==> src/rtl/ahb_app_pkg.sv <==
// Shared types and helpers for the AHB application-port arbiter.
// Also used by the AHB master's testbench for size decoding.
package ahb_app_pkg;

  typedef enum logic [1:0] {
    ARB,
    ISSUE,
    DRAIN
  } arb_state_e;

  localparam int OP_NEW   = 4;
  localparam int OP_INCR  = 3;
  localparam int OP_WRITE = 2;

  localparam logic [1:0] SZ_BYTE = 2'd0;
  localparam logic [1:0] SZ_HALF = 2'd1;
  localparam logic [1:0] SZ_WORD = 2'd2;
  localparam logic [1:0] SZ_UART = 2'd3;

  function automatic logic [2:0] bytes_of(input logic [1:0] size);
    unique case (size)
      SZ_BYTE, SZ_UART: return 3'd1;
      SZ_HALF:          return 3'd2;
      default:          return 3'd4;
    endcase
  endfunction

endpackage

==> src/rtl/rr_arbiter.sv <==
// Request arbiter: round-robin by default, fixed lowest-index priority
// when ARB_FIXED_PRIO_EN is defined.
module rr_arbiter #(
  parameter  int N  = 4,
  localparam int IW = $clog2(N)
) (
  input  logic          HCLK,
  input  logic          HRESETn,
  input  logic [N-1:0]  req,
  input  logic          adv,
  input  logic [IW-1:0] adv_idx,
  output logic [N-1:0]  gnt,
  output logic [IW-1:0] gnt_idx
);

`ifdef ARB_FIXED_PRIO_EN
  logic unused;
  assign unused = ^{HCLK, HRESETn, adv, adv_idx};

  always_comb begin
    gnt     = '0;
    gnt_idx = '0;
    for (int i = N - 1; i >= 0; i--) begin
      if (req[i]) begin
        gnt     = '0;
        gnt[i]  = 1'b1;
        gnt_idx = IW'(i);
      end
    end
  end
`else
  logic [IW-1:0] ptr_q;

  always_ff @(posedge HCLK or negedge HRESETn) begin
    if (!HRESETn) begin
      ptr_q <= '0;
    end else if (adv) begin
      ptr_q <= (adv_idx == IW'(N - 1)) ? '0 : adv_idx + IW'(1);
    end
  end

  // Scan from the far end so the smallest offset from ptr_q wins.
  always_comb begin
    gnt     = '0;
    gnt_idx = '0;
    for (int i = N - 1; i >= 0; i--) begin
      if (req[(int'(ptr_q) + i) % N]) begin
        gnt                           = '0;
        gnt[(int'(ptr_q) + i) % N]    = 1'b1;
        gnt_idx                       = IW'((int'(ptr_q) + i) % N);
      end
    end
  end
`endif

endmodule

==> src/rtl/ahb_app_arbiter.sv <==
// Shares one AHB-Lite master app port among NUM_REQ requesters,
// sequencing bursts beat by beat. ARB_FIXED_PRIO_EN selects fixed priority.
module ahb_app_arbiter
  import ahb_app_pkg::*;
#(
  parameter int NUM_REQ = 4,
  parameter int ADDR_W  = 32,
  parameter int DATA_W  = 32
) (
  input  logic                      HCLK,
  input  logic                      HRESETn,
  input  logic [NUM_REQ-1:0]        req_valid,
  input  logic [NUM_REQ-1:0]        req_write,
  input  logic [2*NUM_REQ-1:0]      req_size,
  input  logic [5*NUM_REQ-1:0]      req_beats,
  input  logic [ADDR_W*NUM_REQ-1:0] req_addr,
  input  logic [DATA_W*NUM_REQ-1:0] req_wdata,
  output logic [NUM_REQ-1:0]        req_ack,
  output logic [NUM_REQ-1:0]        wdata_pop,
  output logic [DATA_W-1:0]         rsp_rdata,
  output logic [NUM_REQ-1:0]        rsp_valid,
  output logic [NUM_REQ-1:0]        rsp_done,
  output logic [NUM_REQ-1:0]        rsp_error,
  output logic [4:0]                m_opcode,
  output logic [ADDR_W-1:0]         m_addr,
  output logic [DATA_W-1:0]         m_data_in,
  output logic                      m_enable,
  output logic                      m_busy,
  input  logic [DATA_W-1:0]         m_data_out,
  input  logic                      m_data_valid,
  input  logic                      m_error,
  input  logic                      m_wait
);

  localparam int IW = $clog2(NUM_REQ);

  arb_state_e         state_q, state_d;
  logic [IW-1:0]      g_q, win_idx;
  logic [NUM_REQ-1:0] win, sel;
  logic [4:0]         beats_q, issue_cnt, rsp_cnt, beats_in;
  logic [ADDR_W-1:0]  addr_q;
  logic [1:0]         size_q;
  logic               write_q, first_q;
  logic               grant, step, count, fin;

  rr_arbiter #(.N(NUM_REQ)) u_arb (
    .HCLK    (HCLK),
    .HRESETn (HRESETn),
    .req     (req_valid),
    .adv     (fin),
    .adv_idx (g_q),
    .gnt     (win),
    .gnt_idx (win_idx)
  );

  assign beats_in = (req_beats[int'(win_idx)*5 +: 5] == 5'd0) ?
                    5'd1 : req_beats[int'(win_idx)*5 +: 5];
  assign sel      = NUM_REQ'(1) << g_q;
  assign m_busy   = 1'b0;

  always_comb begin
    state_d   = state_q;
    req_ack   = '0;
    wdata_pop = '0;
    rsp_valid = '0;
    rsp_done  = '0;
    rsp_error = '0;
    rsp_rdata = '0;
    m_opcode  = '0;
    m_addr    = '0;
    m_data_in = '0;
    m_enable  = 1'b0;
    grant     = 1'b0;
    step      = 1'b0;
    count     = 1'b0;
    fin       = 1'b0;
    unique case (state_q)
      ARB: begin
        // Gate on reset so no ack escapes while HRESETn is low.
        if (HRESETn && |req_valid) begin
          grant   = 1'b1;
          req_ack = win;
          state_d = ISSUE;
        end
      end
      ISSUE, DRAIN: begin
        m_enable  = 1'b1;
        rsp_valid = sel & {NUM_REQ{m_data_valid}};
        rsp_rdata = m_data_out;
        count     = write_q ? !m_wait : m_data_valid;
        if (state_q == ISSUE) begin
          m_addr             = addr_q;
          m_data_in          = req_wdata[int'(g_q)*DATA_W +: DATA_W];
          m_opcode[OP_NEW]   = first_q;
          m_opcode[OP_INCR]  = beats_q > 5'd1;
          m_opcode[OP_WRITE] = write_q;
          m_opcode[1:0]      = size_q;
          step               = !m_wait && !m_error;
          if (step && write_q) wdata_pop = sel;
          if (step && issue_cnt == 5'd1) state_d = DRAIN;
        end else if (rsp_cnt == beats_q) begin
          fin      = 1'b1;
          rsp_done = sel;
          state_d  = ARB;
        end
        if (m_error) begin
          fin       = 1'b1;
          rsp_done  = sel;
          rsp_error = sel;
          state_d   = ARB;
        end
      end
      default: state_d = ARB;
    endcase
  end

  always_ff @(posedge HCLK or negedge HRESETn) begin
    if (!HRESETn) begin
      state_q   <= ARB;
      g_q       <= '0;
      beats_q   <= '0;
      issue_cnt <= '0;
      rsp_cnt   <= '0;
      addr_q    <= '0;
      size_q    <= '0;
      write_q   <= 1'b0;
      first_q   <= 1'b0;
    end else begin
      state_q <= state_d;
      if (grant) begin
        g_q       <= win_idx;
        beats_q   <= beats_in;
        issue_cnt <= beats_in;
        rsp_cnt   <= '0;
        addr_q    <= req_addr[int'(win_idx)*ADDR_W +: ADDR_W];
        size_q    <= req_size[int'(win_idx)*2 +: 2];
        write_q   <= req_write[win_idx];
        first_q   <= 1'b1;
      end
      if (step) begin
        issue_cnt <= issue_cnt - 5'd1;
        addr_q    <= addr_q + ADDR_W'(bytes_of(size_q));
        first_q   <= 1'b0;
      end
      if (count) rsp_cnt <= rsp_cnt + 5'd1;
    end
  end

endmodule

==> config.mk <==
export PLATFORM = sky130hd
export DESIGN_NAME = ahb_app_arbiter
export DESIGN_NICKNAME = d
export VERILOG_FILES = /design/src/rtl/ahb_app_pkg.sv /design/src/rtl/rr_arbiter.sv /design/src/rtl/ahb_app_arbiter.sv
export SDC_FILE = /design/constraint.sdc
export NUM_CORES = 1
export LEC_CHECK = 0
export ABC_AREA = 1
export BUFFER_PORTS_ARGS = -buffer_cell sky130_fd_sc_hd__buf_2
export CAP_MARGIN = 10
export CORE_AREA = 2 2 175 177
export CTS_CLUSTER_DIAMETER = 40
export DETAILED_ROUTE_END_ITERATION = 7
export DIE_AREA = 0 0 177 179
export PLACE_DENSITY = 0.52
export REMOVE_ABC_BUFFERS = 1
export SKIP_LAST_GASP = 1
export SYNTH_ARGS = -nofsm -noshare
export SYNTH_HDL_FRONTEND = slang
export SYNTH_SLANG_ARGS = --single-unit
==> constraint.sdc <==
create_clock -name HCLK -period 2.9 [get_ports HCLK]
set_input_delay 0.145 -clock HCLK [delete_from_list [all_inputs] [get_ports HCLK]]
set_output_delay 0.145 -clock HCLK [all_outputs]
set_load 0.02 [all_outputs]
Word-level counts from Yosys, hierarchy flattened
Index checks and enable logic that the tools add are counted.

storage, ports and cells
  register bits after elaboration = 57
  logic and storage cells = 146

operators by class
  muxes and demuxes = 77
  bitwise gates (word level) = 4
  $add $sub $neg = 7
  shifts and indexed selects = 5
  reductions and logical operators = 22
  equality and inequality tests = 10
  $mul = 1
  magnitude comparators = 10

operators by type and width
  operator                                                           number
  variable part select 128 x 8 -> 32 bit                             2
  2-to-1 mux 32 bit                                                  7
  2-to-1 mux 4 bit                                                   16
  2-to-1 mux 5 bit                                                   7
  adder 32 x 3 -> 32 bit                                             1
  2-to-1 mux 1 bit                                                   25
  2-to-1 mux 2 bit                                                   10
  variable part select 20 x 6 -> 5 bit                               1
  < comparator 3 x 4 -> 1 bit, second input constant                 3
  binary-select mux 1 bit (select 2 bit)                             5
  OR reduction 2 bit                                                 5
  greater-or-equal comparator 3 x 1 -> 1 bit, second input constant  3
  demux 1 bit (select 2 bit)                                         4
  logical AND 1 bit                                                  8
  != test 4 bit, second input constant                               2
  variable part select 8 x 4 -> 2 bit                                1
  equality test 2 bit, second input constant                         3
  < comparator 2 x 3 -> 1 bit, second input constant                 2
  one-hot mux 3 bit (2 select lines)                                 1
  adder 5 x 1 -> 5 bit, second input constant                        1
  equality test 5 x 1 -> 1 bit, second input constant                1
  equality test 5 bit                                                1
  > comparator 5 x 1 -> 1 bit, second input constant                 1
  zero test 5 bit                                                    1
  other kinds (17)                                                   25

Longest topological paths before layout
Gate-level depths: netlist of the first run.

  depth after elaboration = 16
  mapped depth = 20

Cells and area by module
Synthesis of the first run repeated with hierarchy kept, for this count alone.

second synthesis, totals
  cell total of the unflattened synthesis = 1215
  area total of the unflattened synthesis = 6966.7 um2

by module, submodules not included
  module           times used  seq. area each (um2)  cells each  area an instance (um2)
  ahb_app_arbiter  1           1376.3                1124        6422.4
  rr_arbiter       1           50.0                  91          544.3

Least setup slack after synthesis of the first run
OpenSTA, ideal clock, no wires.

  kind = reg2reg
  start = reg size_q[0]
  end = reg addr_q[28]
  setup time = 0.073 ns
  path slack = 0.275 ns
  stages on the path, launching flop included = 16
  arrival = 2.552 ns
  data required time = 2.827 ns
  path through = dfrtp_1 -> inv_1 -> ha_1 -> ha_1 -> inv_1 -> fa_1 -> o21bai_1 -> nand2_1 -> nor2_2 -> nand2_1 -> inv_2 -> nand4_2 -> nor2_2 -> nand3_1 -> or2_2 -> a21oi_2

on the way
  word-level cells in the longest chain between the ends = 6

ends and longest elaborated chain
  item                                                           line                    source
  start: declaration                                             ahb_app_arbiter.sv:42   logic [1:0] size_q;
  start signal: assignment                                       ahb_app_arbiter.sv:136  size_q <= req_size[int'(win_idx)*2 +: 2];
  equality test 2 bit / zero test 2 bit (equally long branches)  ahb_app_pkg.sv:21       unique case (size)
  OR reduction 2 bit                                             ahb_app_pkg.sv:21
  one-hot mux 3 bit (2 select lines) *                           ahb_app_pkg.sv:21
  2-to-1 mux 3 bit *                                             ahb_app_arbiter.sv:140  if (step) begin
  adder 32 x 3 -> 32 bit *                                       ahb_app_arbiter.sv:142  addr_q <= addr_q + ADDR_W'(bytes_of(size_q));
  2-to-1 mux 32 bit *                                            ahb_app_arbiter.sv:140
  end signal: assignment                                         ahb_app_arbiter.sv:135  addr_q <= req_addr[int'(win_idx)*ADDR_W +: ADDR_W];
  end signal: assignment                                         ahb_app_arbiter.sv:142
  end: declaration                                               ahb_app_arbiter.sv:41   logic [ADDR_W-1:0] addr_q;

Every way passes the cells marked *; elsewhere a longest branch is shown, timed or not. The select of a mux whose other input is x is not followed.
A chain may end at the register's enable or synchronous reset.

Final worst setup path of the first run
  start = reg size_q[1]
  end = reg addr_q[28]

Same word-level chain as after synthesis.

==> out/summary.txt, run 1 <==
CTS tree -> built
Vias in the first global route -> 8909
Overflow after GRT -> 0
Met1 Routed Length -> 13320 um
Synth area leaders -> dfrtp_1, nand2_1, nor2_1, inv_1, o21ai_0
Post-synth top area share -> 19.95%
Worst Max-Slew Pin Slew -> 0.7726 ns
DR vias -> 9623
Post-DRT Antenna Nets -> 0
1st-iter DRT viols -> 475
Routed length on met2 -> 16500 um
Library cells used by synthesis -> 46
Tcrit/Tclk final -> 93.11%
GP Congestion -> 0.9353
WL met3 -> 2354 um
Area grow syn2layout -> 42.91%
Core area -> 30030 um2
Total track usage -> 19.37%
Yosys warnings -> 0
Max transition margin -> 48.27%
Row count -> 64
H-tree depth -> 3
Synth async-reset ratio -> 100.0%
WS Path Type -> flip-flop to flip-flop
Mean post-synth cell area -> 5.679 um2
Die Width -> 177 um
Clock Latency Late Sink -> 0.33 ns
Final Hold Vio Count -> 0
WL final -> 32680 um
Max Clock Skew -> 0.007606 ns
Flops & latches, synth -> 57
Initial antenna violation count -> 5
Power Density -> 1232 nW/um2
Peak fanout along the critical path -> 4
Max Clk Rate -> 370.3 MHz
Peak VDD IR -> 0.0007507 V
RSZ-0062 raised after global routing -> false
TritonCTS buffer count -> 9
Hold Crit Class -> primary input to flip-flop
First-pass GRT wire length -> 48010 um
IO Port Bufs -> 450
Critical path capture point type -> flip-flop
Post-DR wirelength/cell -> 15.68 um
Top layer used by detailed routing -> met5
Commonest non-fill, non-tap cell in the layout -> buf_2
Synth Flop Type -> dfrtp_1
CP required -> 3.16 ns
CTS Root Cell -> clkbuf_16
Final #Nets -> 2030
# clock sinks -> 57
Leakage power figure -> 5.958 nW
Die area -> 31680 um2
DP HPWL -> 25960 um
Final Setup Violations -> 0
Status -> finished, final reports clean
Tmin final -> 2.700 ns
Share of cells above drive strength 1 -> 32.44%
Sequential element share of the synthesized area -> 19.95%
Cell taking the most area after synthesis -> dfrtp_1
Largest net degree at the start of global routing -> 72
Starting Density -> 23.81%
Critical Path AT -> 2.96 ns
Most frequent cells in the layout -> buf_2, nand2_1, nor2_1, inv_1, o21ai_0
Slew Viols, Final -> 0
First drt pass iteration count -> 5
Syn Inst Count -> 1259
Top Ports -> 452
Die Span Y -> 179 um
Netlist Area Pre-Place -> 7149 um2
Hold slack final -> 0.1288 ns
Drt drc -> 0
Max_cap viols -> 0
Post-synth EDFFs -> 0
Crit path launch type -> flip-flop
Vias per Instance -> 4.618
Design Power -> 12.59 mW
Clock Pin Slew Worst Setup and Hold Paths -> 0.06 ns
Clk buf depth -> 2
==> sequential cells by signal, indices dropped and copies added, names as in the netlist <==
name	flops
addr_q	32
beats_q	5
first_q	1
g_q	2
issue_cnt	5
rsp_cnt	5
size_q	2
state_q	2
u_arb.ptr_q	2
write_q	1
==> area by class of cell <==
class                      count  area (um2)
tap                          396       495.5
multi-input combinational    947        4691
sequential                    57        1428
clock inverter                 4       98.84
timing repair buffer         481        2550
clock buffer                  12       256.5
fill                        3465       19810
antenna                        5       12.51
inverter                     182       685.7
==> synthesized netlist by cell type, types with 16 or more instances <==
library cell / number
ha_1: 22
nand2_1: 275
inv_1: 174
nand3_1: 70
o21ai_1: 21
xor2_1: 16
o21ai_0: 119
clkbuf_1: 38
dfrtp_1: 57
nor3_1: 16
o211ai_1: 30
nor2_1: 216
a21oi_1: 72
==> metrics by stage <==
step           setup WS (ns)  setup TNS, ns  instances  cell area [um2]  util (%)
6_report              0.1998              0       2084            10220     34.03
5_1_grt             0.001225              0       2082            10210     34.01
4_1_cts              0.03224              0       2078            10180     33.91
3_5_place_dp         0.05036              0       2061             9818     32.70
3_3_place_gp          0.1193              0       2061             9818     32.70
2_1_floorplan         -1.710         -63.00       1186             6779         -
==> critical path, stage by stage (launching register included) <==
cell and delay (ns):
dfrtp_1 0.40, ha_1 0.29, ha_1 0.16, inv_1 0.06, fa_2 0.35, o21bai_2 0.16
nand2_2 0.11, nor2_4 0.13, nand2_1 0.09, inv_2 0.10, nand4_2 0.11, nor2_2 0.17
nand3_1 0.10, or2_2 0.30, a21oi_2 0.11
==> timing repair <==
action | CTS | global route
hold buffers | 1 | 0
gates resized for setup | 0 | 4
hold endpoints to repair | 16 | 0
setup endpoints to repair | 0 | 2
buffers inserted | 0 | 1
==> cells by family after synthesis <==
family / synth area share [%]
AOI/OAI and AO/OA: 21.05
DFF: 19.95
other: 0.05245
and+or+nand+nor: 37.22
adders and majority gates: 4.130
xor gates and xnor gates: 2.818
buffers and inverters: 14.77
==> path summary, 6_finish.rpt <==
check                      cells after the start         end         start  slack [ns]
max                                           14  addr_q[28]     size_q[1]        0.20
min                                            3     write_q  req_write[3]        0.13
max reg2reg                                   14  addr_q[28]     size_q[1]        0.20
max in group asynchronous                      4      g_q[0]       HRESETn        1.62
min in group asynchronous                      3  addr_q[25]       HRESETn        0.43
min reg2reg                                    2     first_q       first_q        0.48
==> power breakdown <==
part,leakage (nW),switching (mW),internal [mW],total [mW]
combinational,5.12,6.42,3.23,9.65
sequential,0.668,0.480,1.19,1.67
clock,0.173,0.385,0.888,1.27
total,5.96,7.28,5.31,12.6
==> metal layers <==
| metal | vias up | GRT usage (%) |
|---|---|---|
| met5 | - | 0 |
| met4 | 2 | 5.131 |
| met3 | 32 | 4.114 |
| met2 | 344 | 35.28 |
| met1 | 4401 | 22.91 |
| li1 | 4844 | - |
(Power assumes the default switching activity.)
==> run 2, diff against run 1 <==
--- a/config.mk
+++ b/config.mk
@@ -8,13 +8,14 @@
 export ABC_AREA = 1
 export BUFFER_PORTS_ARGS = -buffer_cell sky130_fd_sc_hd__buf_2
 export CAP_MARGIN = 10
-export CORE_AREA = 2 2 175 177
+export CORE_AREA = 2 2 178 180
 export CTS_CLUSTER_DIAMETER = 40
 export DETAILED_ROUTE_END_ITERATION = 7
-export DIE_AREA = 0 0 177 179
-export PLACE_DENSITY = 0.52
+export DIE_AREA = 0 0 180 182
+export PLACE_DENSITY = 0.5
 export REMOVE_ABC_BUFFERS = 1
 export SKIP_LAST_GASP = 1
 export SYNTH_ARGS = -nofsm -noshare
 export SYNTH_HDL_FRONTEND = slang
+export SYNTH_HIERARCHICAL = 1
 export SYNTH_SLANG_ARGS = --single-unit
==> out/summary.txt, run 2 <==
Cell taking the most area after synthesis -> dfrtp_1
# clock sinks -> 57 (unchanged)
Post-DR wirelength/cell -> 17.53 um (+12%)
Netlist Area Pre-Place -> 6967 um2 (-2.6%)
Commonest non-fill, non-tap cell in the layout -> buf_2
Slew Viols, Final -> 0 (unchanged)
Max transition margin -> 57.45% (+9.2 points)
Cell mode on critical path -> nand2_1
Routed length on met2 -> 18540 um (+12%)
CTS tree -> built
Row count -> 65 (+1.6%)
Tmin final -> 2.597 ns (-0.1027 ns)
Final #Nets -> 1983 (-2.3%)
Final Setup Violations -> 0 (unchanged)
Die area -> 32760 um2 (+3.4%)
Overflow after GRT -> 0 (unchanged)
Largest stage delay, worst path -> 0.35 ns (-0.05 ns)
Top layer used by detailed routing -> met4
DP HPWL -> 29140 um (+12%)
Compound-cell area share of the yosys netlist -> 19.74% (-1.3 points)
Flops & latches, synth -> 57 (unchanged)
Power Density -> 1301 nW/um2 (+5.6%)
Max Clock Skew -> 0.007062 ns (-0.0005434 ns)
Status -> finished, final reports clean
Post-synth EDFFs -> 0 (unchanged)
Most frequent cell after synthesis -> nand2_1
WP buf/inv -> 4 (+2)
Met1 Routed Length -> 14110 um (+5.9%)
Worst Max-Slew Pin Slew -> 0.6383 ns (-0.1344 ns)
GP Congestion -> 0.8852 (-5.4%)
Footprint of the multi-input gates -> 4651 um2 (-0.85%)
Fillers -> 3572 (+3.1%)
Most frequent cells in the layout -> buf_2, nand2_1, nor2_1, inv_1, nand3_1
1st-iter DRT viols -> 486 (+2.3%)
Post-synth top area share -> 20.47% (+0.52 points)
Final Cell Area -> 9975 um2 (-2.4%)
Adder-Cell Fraction of Synth Area -> 3.879% (-0.25 points)
Register area -> 1428 um2 (unchanged)
Simple-gate portion of the synthesized area -> 41.29% (+4.1 points)
Clock Pin Slew Worst Setup and Hold Paths -> 0.06 ns (about the same)
Critical path capture point type -> flip-flop
Mean post-synth cell area -> 5.734 um2 (+0.97%)
WS Path Type -> flip-flop to flip-flop
DR vias -> 9644 (+0.22%)
Sequential element share of the synthesized area -> 20.47% (+0.52 points)
WL final -> 35940 um (+10%)
Area grow syn2layout -> 43.18%
First drt pass iteration count -> 5 (unchanged)
Main combinational cell family by area after synthesis -> simple AND/OR/NAND/NOR gates
Post-DRT Antenna Nets -> 0 (unchanged)
Clock Latency Late Sink -> 0.35 ns (+0.02 ns)
TritonCTS buffer count -> 9 (unchanged)
Core area -> 30990 um2 (+3.2%)
CTS Root Cell -> clkbuf_16
Crit path launch type -> flip-flop
Initial antenna violation count -> 20 (+15)
Synth cell count leaders -> nand2_1, nor2_1, inv_1, nand3_1, o21ai_0
Vias in the first global route -> 9189 (+3.1%)
Crit path max-delay family -> simple AND/OR/NAND/NOR gates
Top Ports -> 452 (unchanged)
Synth Flop Type -> dfrtp_1
First-pass GRT wire length -> 53640 um (+12%)
Total track usage -> 21.11% (+1.7 points)
Largest net degree at the start of global routing -> 55 (-24%)
WL met3 -> 2411 um (+2.4%)
Crit path max-delay cell type -> dfrtp_1
Reg with most FFs -> addr_q
Share of cells above drive strength 1 -> 32.48% (+0.037 points)
Tcrit/Tclk final -> 89.57% (-3.5 points)
Leakage power figure -> 5.704 nW (-4.3%)
Post-layout util -> 32.19% (-1.8 points)
Xor-xnor portion of the synthesized cell area -> 1.383% (-1.4 points)
Mux cell area share after synthesis -> 0.1437% (+0.14 points)
Max reg flops -> 32 (unchanged)
Peak fanout along the critical path -> 28 (+24)
Die Span Y -> 182 um (+1.7%)
Crit path cell chain -> inv_2 -> ha_1 -> inv_1 -> nand3_2 -> nand2_4 -> inv_4 -> a21oi_1 -> o21ai_4 -> buf_4 -> nand2_1 -> nand3_1 -> nand2_1 -> nand4_1 -> nand2_1 -> nand2_1 -> nand3_1
IO Port Bufs -> 450 (unchanged)
RSZ-0062 raised after global routing -> false
Max_cap viols -> 0 (unchanged)
Yosys warnings -> 6 (+6)
Critical Path AT -> 2.82 ns (-0.14 ns)
Starting Density -> 22.48% (-1.3 points)
Synth async-reset ratio -> 100.0% (unchanged)
Syn Inst Count -> 1215 (-3.5%)
H-tree depth -> 3 (unchanged)
Peak VDD IR -> 0.0007463 V (-0.57%)
Hold slack final -> 0.1846 ns (+0.05582 ns)
Synth area leaders -> dfrtp_1, nand2_1, nand3_1, nor2_1, inv_1
Die Width -> 180 um (+1.7%)
Clk buf depth -> 2 (unchanged)
Vias per Instance -> 4.704 (+1.9%)
CP required -> 3.12 ns (-0.04 ns)
Max Clk Rate -> 385.0 MHz (+4.0%)
Final Hold Vio Count -> 0 (unchanged)
Library cells used by synthesis -> 47 (+2.2%)
Drt drc -> 0 (unchanged)
Placed inst area -> 9634 um2 (-1.9%)
Hold Crit Class -> primary input to flip-flop
## run 2: changes by cell type after synthesis, sizes merged, moves of 15 or more
| cell | before | now |
|---|---|---|
| o211ai | 30 | 2 |
| nor2 | 219 | 185 |
| a21oi | 75 | 32 |
| o21ai | 140 | 91 |
| a22oi | 4 | 32 |
| nand3 | 75 | 143 |
| a31oi | 3 | 34 |
| nor3 | 16 | 1 |
| inv | 181 | 148 |
| o22ai | 2 | 24 |
| nand2 | 290 | 322 |
## run 2: where the power goes
| group | leakage (nW) | total (mW) | internal [mW] | switching [mW] |
|---|---|---|---|---|
| Sequential | 0.673 | 1.76 | 1.20 | 0.561 |
| Combinational | 4.89 | 10.1 | 3.34 | 6.77 |
| Clock | 0.146 | 1.10 | 0.687 | 0.417 |
## run 2: repair_timing
item / CTS / global route
resized for setup: 0 / 4
setup buffers: 0 / 0
endpoints found under the hold margin: 12 / 0
endpoints found under the setup margin: 0 / 21
hold buffers: 1 / 0
## run 2: tightest hold or removal path: stages
cell	delay [ns]
buf_2	0.09
nand2_1	0.05
a32o_1	0.13
a21oi_1	0.06
## run 2: final cells by class
class	count	area share, %
multi-input combinational	936	46.63
tap	402	5.043
clock inverter	5	0.5645
antenna	10	0.2509
clock buffer	11	2.434
sequential	57	14.31
timing repair buffer	479	25.08
inverter	150	5.695
## run 2: logic make-up (layout without fill, tap and decap cells)
family	count (synthesis)	in the layout
mux	1	1
buf+inv	222	645
xor+xnor	11	11
flops	57	57
fa+ha+maj	21	21
compound gates	231	231
other cells	1	11
simple gates	671	671
## run 2: per-stage QoR
step | std cells | TNS [ns] | total power, mW | worst slack, ns
finish | 2050 | 0 | 12.98 | 0.3025
global route | 2047 | 0 | 14.31 | 0.03931
CTS | 2040 | 0 | 13.07 | 0.1481
detailed placement | 2023 | 0 | 11.91 | 0.1667
global placement | 2023 | 0 | 11.82 | 0.2661
floorplan | 1143 | -191.00 | 7.871 | -4.093
## run 2: per-layer routing
metal | GRT usage [%] | vias to the layer above
li1 | - | 4820
met1 | 24.53 | 4402
met2 | 39.25 | 375
met3 | 3.329 | 47
met4 | 7.024 | 0
met5 | 0 | -
## run 2: final timing paths
path                       slack (ns)            to           start  cells past startpoint
max                              0.30  issue_cnt[0]  u_arb/ptr_q[0]                     16
min                              0.18     addr_q[0]    req_addr[64]                      4
min in group asynchronous        0.41    addr_q[14]         HRESETn                      3
min reg2reg                      0.49       first_q         first_q                      2
max reg2reg                      0.30  issue_cnt[0]  u_arb/ptr_q[0]                     16
max in group asynchronous        1.57        g_q[1]         HRESETn                      4
==> run 3, diff against run 2 <==
--- a/config.mk
+++ b/config.mk
@@ -8,14 +8,15 @@
 export ABC_AREA = 1
 export BUFFER_PORTS_ARGS = -buffer_cell sky130_fd_sc_hd__buf_2
 export CAP_MARGIN = 10
-export CORE_AREA = 2 2 178 180
+export CORE_AREA = 2 2 177 179
 export CTS_CLUSTER_DIAMETER = 40
 export DETAILED_ROUTE_END_ITERATION = 7
-export DIE_AREA = 0 0 180 182
-export PLACE_DENSITY = 0.5
+export DIE_AREA = 0 0 179 181
+export PLACE_DENSITY = 0.51
 export REMOVE_ABC_BUFFERS = 1
 export SKIP_LAST_GASP = 1
 export SYNTH_ARGS = -nofsm -noshare
 export SYNTH_HDL_FRONTEND = slang
 export SYNTH_HIERARCHICAL = 1
 export SYNTH_SLANG_ARGS = --single-unit
+export TNS_END_PERCENT = 10
==> constraint.sdc (replaced) <==
create_clock -name HCLK -period 3 [get_ports HCLK]
set_input_delay 0.15 -clock HCLK [delete_from_list [all_inputs] [get_ports HCLK]]
set_output_delay 0.15 -clock HCLK [all_outputs]
set_load 0.02 [all_outputs]
==> out/summary.txt, run 3 (synthesis gave the netlist of run 2 again) <==
Crit path max-delay cell type -> dfrtp_1
Largest stage delay, worst path -> 0.46 ns (+0.11 ns)
Comb pwr share -> 77.4% (-0.5 points)
Drt drc -> 0 (unchanged)
CTS Root Cell -> clkbuf_16
Final #Nets -> 1975 (-0.40%)
Critical path capture point type -> flip-flop
Final Hold Vio Count -> 0 (unchanged)
Reg with most FFs -> addr_q
Core area -> 30350 um2 (-2.1%)
Row count -> 64 (-1.5%)
Placed inst area -> 9599 um2 (-0.36%)
CP required -> 3.23 ns (+0.11 ns)
Die Width -> 179 um (-0.56%)
Final Cell Area -> 9906 um2 (-0.69%)
Final Setup Violations -> 0 (unchanged)
Area grow syn2layout -> 42.19%
Top Ports -> 452 (unchanged)
# clock sinks -> 57 (unchanged)
Max Clk Rate -> 369.9 MHz (-3.9%)
Hold Crit Class -> primary input to asynchronous set/reset pin
Layout Cells excl Fill -> 2030 (-0.98%)
DP HPWL -> 27830 um (-4.5%)
Max Clock Skew -> 0.007537 ns (+0.0004747 ns)
Hold_buf cts -> 0 (-1)
Commonest non-fill, non-tap cell in the layout -> buf_2
CTS tree -> built
IO Port Bufs -> 450 (unchanged)
Share of cells above drive strength 1 -> 32.21% (-0.27 points)
Max reg flops -> 32 (unchanged)
Post-Place Cells -> 2010 (-0.64%)
Sw Share -> 59.73% (about the same)
Max_cap viols -> 0 (unchanged)
DR vias -> 9519 (-1.3%)
Peak VDD IR -> 0.0006515 V (-13%)
Post-DR wirelength/cell -> 17.06 um (-2.7%)
Die area -> 32400 um2 (-1.1%)
Initial antenna violation count -> 10 (-50%)
Power Density -> 1253 nW/um2 (-3.7%)
Leakage power figure -> 5.666 nW (-0.67%)
Clock Power Share -> 8.5% (about the same)
Hold slack final -> 0.08280 ns (-0.1018 ns)
Psw -> 7.414 mW (-4.3%)
Vias in the first global route -> 9183 (-0.065%)
Starting Density -> 22.96% (+0.47 points)
RSZ-0062 raised after global routing -> false
First-pass GRT wire length -> 51640 um (-3.7%)
Crit path cell chain -> inv_1 -> ha_1 -> inv_1 -> nand3_2 -> nand2_4 -> inv_4 -> a21oi_1 -> o21ai_4 -> inv_2 -> buf_4 -> nand2_1 -> nand3_1 -> nand2_1 -> nand4_1 -> nand2_1 -> nand2_1 -> nand3_1
Crit path launch type -> flip-flop
Postcts setup bufs -> 0 (unchanged)
Clock Pin Slew Worst Setup and Hold Paths -> 0.06 ns (about the same)
Worst Max-Slew Pin Slew -> 0.8185 ns (+0.1803 ns)
WL final -> 34630 um (-3.7%)
Clk buf depth -> 2 (unchanged)
Peak fanout along the critical path -> 27 (-3.6%)
Post-DRT Antenna Nets -> 0 (unchanged)
Place WS -> 0.2897 ns (+0.1230 ns)
TritonCTS buffer count -> 9 (unchanged)
Critical Path AT -> 2.93 ns (+0.11 ns)
Tcrit/Tclk final -> 90.11% (+0.54 points)
PostCTS Resize Cnt -> 0 (unchanged)
Status -> finished, final reports clean
WS Path Type -> flip-flop to flip-flop
P_int -> 4.999 mW (-4.4%)
Vias per Instance -> 4.689 (-0.32%)
Crit path max-delay family -> simple AND/OR/NAND/NOR gates
Setup TNS Final -> 0 ns (unchanged)
Design Power -> 12.41 mW (-4.3%)
Overflow after GRT -> 0 (unchanged)
Post-layout util -> 32.64% (+0.45 points)
Fillers -> 3519 (-1.5%)
WP buf/inv -> 5 (+1)
Clock Latency Late Sink -> 0.34 ns (about the same)
GP Congestion -> 0.8365 (-5.5%)
First drt pass iteration count -> 5 (unchanged)
H-tree depth -> 3 (unchanged)
Cell mode on critical path -> nand2_1
Die Span Y -> 181 um (-0.55%)
Final WS setup -> 0.2968 ns (-0.005675 ns)
Most frequent cells in the layout -> buf_2, nand2_1, nor2_1, inv_1, nand3_1
Tmin final -> 2.703 ns (+0.1057 ns)
Total track usage -> 20.66% (-0.45 points)
Slew Viols, Final -> 0 (unchanged)
Max transition margin -> 45.43% (-12 points)
Sequential share of power -> 14.1% (+0.5 points)
Largest net degree at the start of global routing -> 81 (+47%)
1st-iter DRT viols -> 498 (+2.5%)
run 3: cell count changes in the layout (fill, tap and decap cells not counted):
cell	change
clkbuf_8	-1
buf_6	-1
inv_4	-1
clkinv_2	-1
inv_6	+1
buf_4	-8
dlygate4sd3_1	-1
diode_2	-6
inv_2	+1
clkinvlp_4	+1
buf_12	+2
run 3: routing by layer:
| layer | GRT usage (%) | share of wire [%] | up-vias |
|---|---|---|---|
| li1 | - | - | 4805 |
| met1 | 23.14 | 39 | 4325 |
| met2 | 39.14 | 52 | 348 |
| met3 | 3.409 | 6.2 | 37 |
| met4 | 6.374 | 1.9 | 4 |
| met5 | 0 | 0.075 | - |
run 3: cell type report:
cell class              instances  area [um2]  share of cell area [%]
clock inverters                 6       67.56                  0.6821
clock buffers                  10       229.0                   2.311
diodes                          4       10.01                  0.1010
multi-input cells             936        4651                   46.95
inverters                     150       565.5                   5.709
well taps                     396       495.5                   5.002
repair buffers                471        2460                   24.83
flip-flops and latches         57        1428                   14.41
run 3: final timing paths:
kind	from	end	slack (ns)	depth (start not counted)
setup / recovery	u_arb/ptr_q[1]	issue_cnt[0]	0.30	17
hold / removal	HRESETn	addr_q[18]	0.08	2
setup reg to reg	u_arb/ptr_q[1]	issue_cnt[0]	0.30	17
hold reg to reg	first_q	first_q	0.47	2
max in group asynchronous	HRESETn	g_q[1]	2.31	2
min in group HCLK	req_addr[65]	addr_q[1]	0.20	4
run 3: power groups by stage:
stage / Clock (mW) / Sequential [mW] / Combinational [mW]
2_1_floorplan: 0 / 1.63 / 6.01
3_3_place_gp: 0 / 1.77 / 9.59
3_5_place_dp: 0 / 1.77 / 9.70
4_1_cts: 1.08 / 1.75 / 9.74
5_1_grt: 1.11 / 1.83 / 10.9
6_report: 1.05 / 1.75 / 9.61
